--- config.mk ---
export PLATFORM = sky130hd
export DESIGN_NAME = memaccess_fsm
export DESIGN_NICKNAME = d
export VERILOG_FILES = /design/src/rtl/memaccess_fsm.sv
export SDC_FILE = /design/constraint.sdc
export NUM_CORES = 1
export LEC_CHECK = 0
export ABC_AREA = 1
export CORE_ASPECT_RATIO = 0.7
export CORE_MARGIN = 5
export CORE_UTILIZATION = 48
export DETAILED_ROUTE_END_ITERATION = 16
export DONT_BUFFER_PORTS = 1
export HOLD_SLACK_MARGIN = 0.12
export PLACE_DENSITY_LB_ADDON = 0.2
export SYNTH_ARGS = -nofsm -noshare
export SYNTH_HDL_FRONTEND = slang
export SYNTH_SLANG_ARGS = --single-unit
export TNS_END_PERCENT = 1
--- constraint.sdc ---
create_clock -name clk -period 1.4 [get_ports clk]
set_clock_uncertainty 0.2 [all_clocks]
set_input_delay 0.42 -clock clk [delete_from_list [all_inputs] [get_ports clk]]
set_output_delay 0.42 -clock clk [all_outputs]
set_load 0.03 [all_outputs]
--- src/rtl/memaccess_fsm.sv ---
// Data-memory access sequencer: launches read, indirect-pointer read and write
// requests, holds them until the memory acknowledges, then pulses completion.
module memaccess_fsm (
  input  logic        clk,
  input  logic        rst,
  input  logic [2:0]  mem_state,
  input  logic [15:0] M_Addr,
  input  logic [15:0] M_Data,
  input  logic [15:0] Data_dout,
  input  logic        Data_ack,
  output logic        Data_req,
  output logic        Data_rd,
  output logic [15:0] Data_addr,
  output logic [15:0] Data_din,
  output logic [15:0] memout,
  output logic        complete_data
);

  typedef enum logic [2:0] {
    S_IDLE,
    S_IND,
    S_RD,
    S_WR,
    S_DONE
  } state_t;

  state_t      r_state;
  logic        r_data_req;
  logic        r_data_rd;
  logic [15:0] r_data_addr;
  logic [15:0] r_data_din;
  logic [15:0] r_memout;
  logic        r_complete;
  logic        r_ind_pending;
  logic [15:0] r_ptr;

  logic        w_use_ptr;
  logic [15:0] w_launch_addr;

  // A read or write following an indirect-pointer fetch goes to the fetched pointer.
  assign w_use_ptr     = r_ind_pending && ((mem_state == 3'd0) || (mem_state == 3'd2));
  assign w_launch_addr = w_use_ptr ? r_ptr : M_Addr;

  always_ff @(posedge clk) begin
    if (rst) begin
      r_state       <= S_IDLE;
      r_data_req    <= 1'b0;
      r_data_rd     <= 1'b0;
      r_data_addr   <= 16'h0000;
      r_data_din    <= 16'h0000;
      r_memout      <= 16'h0000;
      r_complete    <= 1'b0;
      r_ind_pending <= 1'b0;
      r_ptr         <= 16'h0000;
    end else begin
      case (r_state)
        S_IDLE: begin
          case (mem_state)
            3'd1: begin
              r_state     <= S_IND;
              r_data_req  <= 1'b1;
              r_data_rd   <= 1'b1;
              r_data_addr <= M_Addr;
            end
            3'd0: begin
              r_state       <= S_RD;
              r_data_req    <= 1'b1;
              r_data_rd     <= 1'b1;
              r_data_addr   <= w_launch_addr;
              r_ind_pending <= 1'b0;
            end
            3'd2: begin
              r_state       <= S_WR;
              r_data_req    <= 1'b1;
              r_data_rd     <= 1'b0;
              r_data_addr   <= w_launch_addr;
              r_data_din    <= M_Data;
              r_ind_pending <= 1'b0;
            end
            default: r_state <= S_IDLE;
          endcase
        end

        S_IND: begin
          if (Data_ack) begin
            r_ptr         <= Data_dout;
            r_ind_pending <= 1'b1;
            r_data_req    <= 1'b0;
            r_complete    <= 1'b1;
            r_state       <= S_DONE;
          end
        end

        S_RD: begin
          if (Data_ack) begin
            r_memout   <= Data_dout;
            r_data_req <= 1'b0;
            r_complete <= 1'b1;
            r_state    <= S_DONE;
          end
        end

        S_WR: begin
          if (Data_ack) begin
            r_data_req <= 1'b0;
            r_complete <= 1'b1;
            r_state    <= S_DONE;
          end
        end

        // Controller state seen here is stale, so never relaunch from DONE.
        S_DONE: begin
          r_complete <= 1'b0;
          r_state    <= S_IDLE;
        end

        default: begin
          r_data_req <= 1'b0;
          r_complete <= 1'b0;
          r_state    <= S_IDLE;
        end
      endcase
    end
  end

  assign Data_req      = r_data_req;
  assign Data_rd       = r_data_rd;
  assign Data_addr     = r_data_addr;
  assign Data_din      = r_data_din;
  assign memout        = r_memout;
  assign complete_data = r_complete;

endmodule

==> results.txt, run 1 <==
Synth area leaders: dfxtp_1 52%, o21ai_0 10%, a21oi_1 9.7%
Cell Area, Placed: 2910 um2
Seq/Total Area, Yosys: 0.522
core footprint: 5610 um2
Commonest cells post-synth: 71 x dfxtp_1, 68 x nor2_1, 55 x o21ai_0, 53 x a21oi_1, 23 x inv_1
clock share of power: 0.389
Final Cell Area: 4050 um2
wire per inst: 17.3 um
Worst-Margin Slew: 0.291 ns
Post-route DRC: 0
Max IR drop VDD: 0.823 mV
Reg power frac: 0.483
# fillers: 424
largest net degree at the start of global routing: 49
Reg clk slew, reported paths: 0.07 ns
Slew Limit Fails: 0
Max transition margin: 0.806
Die W: 100 um
Util after Layout: 0.722
switching part of the total: 0.269
syn_area_per_cell: 7.92 um2
pwr dens: 1220 nW/um2
ANT nets after route: 0
Critical Path Start Type: register
total number of vias: 2,577
hold_sp: Data_dout[14]
internal power: 3.62 mW
final worst slack: -0.0917 ns
clock tree from TritonCTS: built
# setup viols final: 27
overall routing resource usage: 0.209
Post-Synthesis Cell Area: 2730 um2
initial antenna violation count: 0
layout cells sized above 1: 0.298
total CTS buffers: 9
global-route wire length before repair: 11.9 mm
Sw Pwr: 1.33 mW
Initial Util: 0.486
NumNets Final: 462
most numerous cell in the Yosys netlist: dfxtp_1
Hold Path Stages: 2
Detailed Routing Iterations Pass 1: 4
maxcap violations: 0
failing checks: negative setup slack
grt total ovfl: 0
total wire length: 8.46 mm
total power: 4.95 mW
Ant. Diodes: 0
HPWL after detailed placement: 5.07 mm
Rows: 23
status: finished with violations
CTS Sinks: 71
RSZ-0062 raised after global routing: true
GPL Wtd Cong: 0.736
die area: 7310 um2
maximum clock rate: 670 MHz
Post-synth top flop: dfxtp_1
R2R Setup Slk: -0.09 ns
DR iter-0 viols: 105
Root Driver: clkbuf_8
clk buf depth: 2
Mapped Cells: 344
vias in the first global route: 2,358
Period minus WS final: 1.49 ns
Boundary Pins: 105
leak pwr: 1.52 nW
Synthesis Warnings: 0
Skew-Pair Late Insertion Delay: 0.33 ns
Min-Delay Endpoint: r_ptr[14]
Die Ht: 73.0 um
Req. time, crit path: 1.46 ns
vias per cell: 5.28
post-synthesis register bit count: 71
CTS H-tree depth: 3
hold crit path type: input pin to register
CP Data Arrival Time: 1.55 ns
dominant cell type by area after synthesis: dfxtp_1
setup_tns: -1.18 ns
final worst-path cycle share: 1.07
Yosys top cell area share: 0.522
syn_nets: 398
Syn-to-layout area delta: 48.6%
RR Startpoint: r_state[2]
worst-path fanout max: 8
Final Hold Viols: 0
Combinational Power Share: 0.129
Post-synth EDFFs: 0
synth unique cells: 26
FF-to-FF path depth: 7
final hold slack: 0.170 ns
r2r endpoint: Data_addr[0]
IO Port Bufs: 0
fraction of registers with async set/reset: 0
CP endpoint kind: register
CP Class: register to register
==> worst max-delay path by stage <==
stage / startpoint / endpoint / cells past startpoint
global placement: r_state[0] / r_ptr[13] / 5
floorplan: mem_state[1] / Data_addr[13] / 6
detailed placement: r_state[0] / r_ptr[13] / 5
CTS: r_state[0] / Data_addr[7] / 6
finish: r_state[2] / Data_addr[0] / 7
global route: r_state[2] / Data_addr[0] / 7
==> sequential cells by signal, summed over array words and instances, names as in the netlist <==
| name | flops |
|---|---|
| memout | 16 |
| r_ind_pending | 1 |
| r_state | 3 |
| Data_rd | 1 |
| Data_addr | 16 |
| complete_data | 1 |
| Data_req | 1 |
| Data_din | 16 |
| r_ptr | 16 |
==> metal layers <==
metal	track usage	part of all wire	vias to the layer above
met2	0.307	0.46	97
met1	0.283	0.43	1188
met4	0.0598	0.011	0
li1	-	-	1277
met3	0.0860	0.093	15
met5	0	0	-
==> critical path, cell delays in order (launching register included) <==
cell	delay [ns]
dfxtp_4	0.36
nor2_4	0.15
nand2_4	0.08
a21oi_4	0.13
buf_12	0.14
clkbuf_16	0.16
o21ai_2	0.05
a21oi_1	0.14
==> final cells by class <==
| type | count | area [um2] | share of cell area |
|---|---|---|---|
| Clock inverter | 5 | 106 | 0.0263 |
| Tap cell | 75 | 93.8 | 0.0232 |
| Multi-Input combinational cell | 227 | 1210 | 0.298 |
| Inverter | 27 | 109 | 0.0269 |
| Sequential cell | 71 | 1610 | 0.397 |
| Timing Repair Buffer | 72 | 797 | 0.197 |
| Clock buffer | 11 | 131 | 0.0324 |
==> placed cells by master, fill, tap and decap left out <==
cell,n
nand2_2,1
o21ai_4,1
inv_4,2
nor2_1,68
o21ai_1,35
nor3_4,1
nand2_4,1
buf_6,1
buf_4,12
clkbuf_1,2
nand2_1,9
nor3_2,10
o21ai_0,26
bufinv_16,3
a21oi_1,51
dlygate4sd3_1,50
dfxtp_4,47
nand4_1,1
inv_2,1
nor3_1,7
nor2_4,2
nand2_8,1
buf_12,6
nor4_1,1
nor2_2,2
inv_1,22
dfxtp_1,17
clkbuf_8,9
clkinv_4,1
dfxtp_2,7
clkinv_2,2
a21oi_2,3
nand3_1,1
a21oi_4,1
clkbuf_16,3
o21ai_2,3
nand3_2,1
nor2_8,1
clkinvlp_4,1
==> logic make-up (layout without fill, tap and decap cells) <==
logic type | count (synthesis) | after routing | synth area share
buffers and inverters | 48 | 115 | 0.0790
DFF | 71 | 71 | 0.522
and+or+nand+nor | 105 | 107 | 0.174
AOI/OAI and AO/OA | 120 | 120 | 0.226
==> repair_timing <==
action / CTS / global route
endpoints found under the setup margin: 100 / 87
pin swaps: 1 / 6
endpoints found under the hold margin: 69 / 0
resized for setup: 80 / 74
gates cloned: 0 / 5
hold buffers: 50 / 0
setup buffers: 0 / 1
==> power groups by stage <==
stage          combinational, mW  sequential [mW]  clock (mW)
3_5_place_dp               0.374             2.45           0
4_1_cts                    0.504             2.41        1.97
5_1_grt                    0.693             2.41        2.07
3_3_place_gp               0.362             2.45           0
2_1_floorplan              0.283             2.43           0
6_report                   0.638             2.39        1.93
==> per-stage QoR <==
stage | worst slack (ns) | cells
finish | -0.0917 | 488
global route | -0.171 | 488
CTS | -0.0527 | 482
detailed placement | -0.114 | 416
global placement | -0.0613 | 416
floorplan | 0.00638 | 344
Note: power is estimated with default switching activity, not from simulation.
==> inputs of run 2 (changes only) <==
CORE_UTILIZATION = 55   (was 48)
==> results.txt, run 2 (synthesized netlist as in run 1, its figures left out) <==
CTS Sinks: 71
Util after Layout: 0.827
delay of the slowest critical-path stage: 0.37 ns
maximum clock rate: 646 MHz
final worst slack: -0.147 ns
Worst-Margin Slew: 0.275 ns
wire per inst: 17.5 um
overall routing resource usage: 0.248
CP Class: register to register
Final Hold Viols: 0
Die Ht: 68.9 um
total number of vias: 2,588
initial antenna violation count: 0
Reg clk slew, reported paths: 0.07 ns
largest net degree at the start of global routing: 35
Cell Area, Placed: 2880 um2
die area: 6480 um2
total wire length: 8.46 mm
CTS H-tree depth: 3
GPL Wtd Cong: 0.767
DP Worst Slack: -0.0802 ns
Critical path origin: r_state[2]
Detailed Routing Iterations Pass 1: 4
Worst Setup EP: Data_addr[5]
crit path max-delay cell type: dfxtp_4
pwr dens: 1170 nW/um2
RSZ-0062 raised after global routing: true
Ant. Diodes: 0
leak pwr: 1.50 nW
Post-route DRC: 0
Period minus WS final: 1.55 ns
global-route wire length before repair: 11.9 mm
Critical Path Start Type: register
RR Startpoint: r_state[2]
Max IR drop VDD: 0.935 mV
Initial Util: 0.570
status: finished with violations
Boundary Pins: 105
Root Driver: clkbuf_8
ANT nets after route: 0
Rows: 21
NumNets Final: 463
Skew-Pair Late Insertion Delay: 0.33 ns
Max transition margin: 0.816
Slew Limit Fails: 0
worst-path fanout max: 8
CP endpoint kind: register
Req. time, crit path: 1.46 ns
maxcap violations: 0
IO Port Bufs: 0
layout cells sized above 1: 0.287
r2r endpoint: Data_addr[5]
failing checks: negative setup slack
vias in the first global route: 2,359
total CTS buffers: 9
FF-to-FF path depth: 7
final worst-path cycle share: 1.10
DR iter-0 viols: 229
# setup viols final: 38
commonest non-fill, non-tap cell in the layout: nor2_1
core footprint: 4780 um2
R2R Setup Slk: -0.15 ns
clock tree from TritonCTS: built
crit path cell chain: nor2_4 -> nand2_4 -> a21oi_4 -> buf_12 -> clkbuf_16 -> o21ai_0 -> a21oi_1
Die W: 94.1 um
Syn-to-layout area delta: 45.1%
clk buf depth: 2
grt total ovfl: 0
HPWL after detailed placement: 4.83 mm
CP Data Arrival Time: 1.61 ns
Final Cell Area: 3960 um2
vias per cell: 5.36
final hold slack: 0.144 ns
most frequent cells in the layout: 68 x nor2_1, 52 x a21oi_1, 50 x dlygate4sd3_1, 35 x o21ai_0, 34 x dfxtp_4
hold crit path type: input pin to register
-- run 2: cell count changes in the layout (fill, tap and decap cells not counted), moves of 2 or more --
cell,previous run,this run
nor3_2,10,7
o21ai_1,35,26
o21ai_0,26,35
dfxtp_2,7,19
bufinv_16,3,1
dfxtp_4,47,34
nor3_1,7,10
-- run 2: timing repair --
action / CTS / global route
hold endpoints to repair: 70 / 0
endpoints found under the setup margin: 106 / 93
hold buffers: 50 / 0
pin swaps: 5 / 8
cloned: 1 / 5
buffers inserted: 0 / 3
gates resized for setup: 93 / 35
-- run 2: worst max-delay path, delay by kind of cell, from the launching register on --
kind / cells / cell delay [ns]
buf+inv: 2 / 0.28
compound gates: 3 / 0.39
simple gates: 2 / 0.22
flops: 1 / 0.37
-- run 2: cell type report --
class | instances | area (um2)
Multi-Input combinational cell | 228 | 1200
Tap cell | 69 | 86.3
Clock inverter | 4 | 45.0
Fill cell | 310 | 827
Timing Repair Buffer | 72 | 797
Sequential cell | 71 | 1570
Clock buffer | 12 | 145
Inverter | 27 | 111
-- run 2: through the flow --
stage / TNS (ns) / total power, mW / cells
floorplan: 0 / 2.71 / 344
global placement: -0.322 / 2.81 / 408
detailed placement: -1.14 / 2.82 / 408
CTS: -0.856 / 4.54 / 475
global route: -4.91 / 4.84 / 483
finish: -1.60 / 4.63 / 483
-- run 2: routing by layer --
| metal | vias to the layer above | track usage | wire [um] |
|---|---|---|---|
| li1 | 1288 | - | - |
| met1 | 1188 | 0.334 | 3650 |
| met2 | 106 | 0.378 | 3930 |
| met3 | 6 | 0.0868 | 802 |
| met4 | 0 | 0.0721 | 76 |
| met5 | - | 0 | 0 |
-- run 2: where the power goes --
group | internal [mW] | leakage, nW | switching [mW]
Clock | 0.864 | 0.100 | 0.724
Sequential | 2.13 | 0.612 | 0.275
Combinational | 0.315 | 0.786 | 0.320
Total | 3.31 | 1.50 | 1.32
-- run 2: worst min path at each step --
stage	startpoint	end	depth (start not counted)
2_1_floorplan	r_ptr[10]	r_ptr[10]	2
3_5_place_dp	r_ptr[8]	r_ptr[8]	2
5_1_grt	Data_ack	memout[3]	3
3_3_place_gp	r_ptr[12]	r_ptr[12]	2
4_1_cts	Data_ack	memout[0]	3
6_report	Data_ack	memout[0]	3
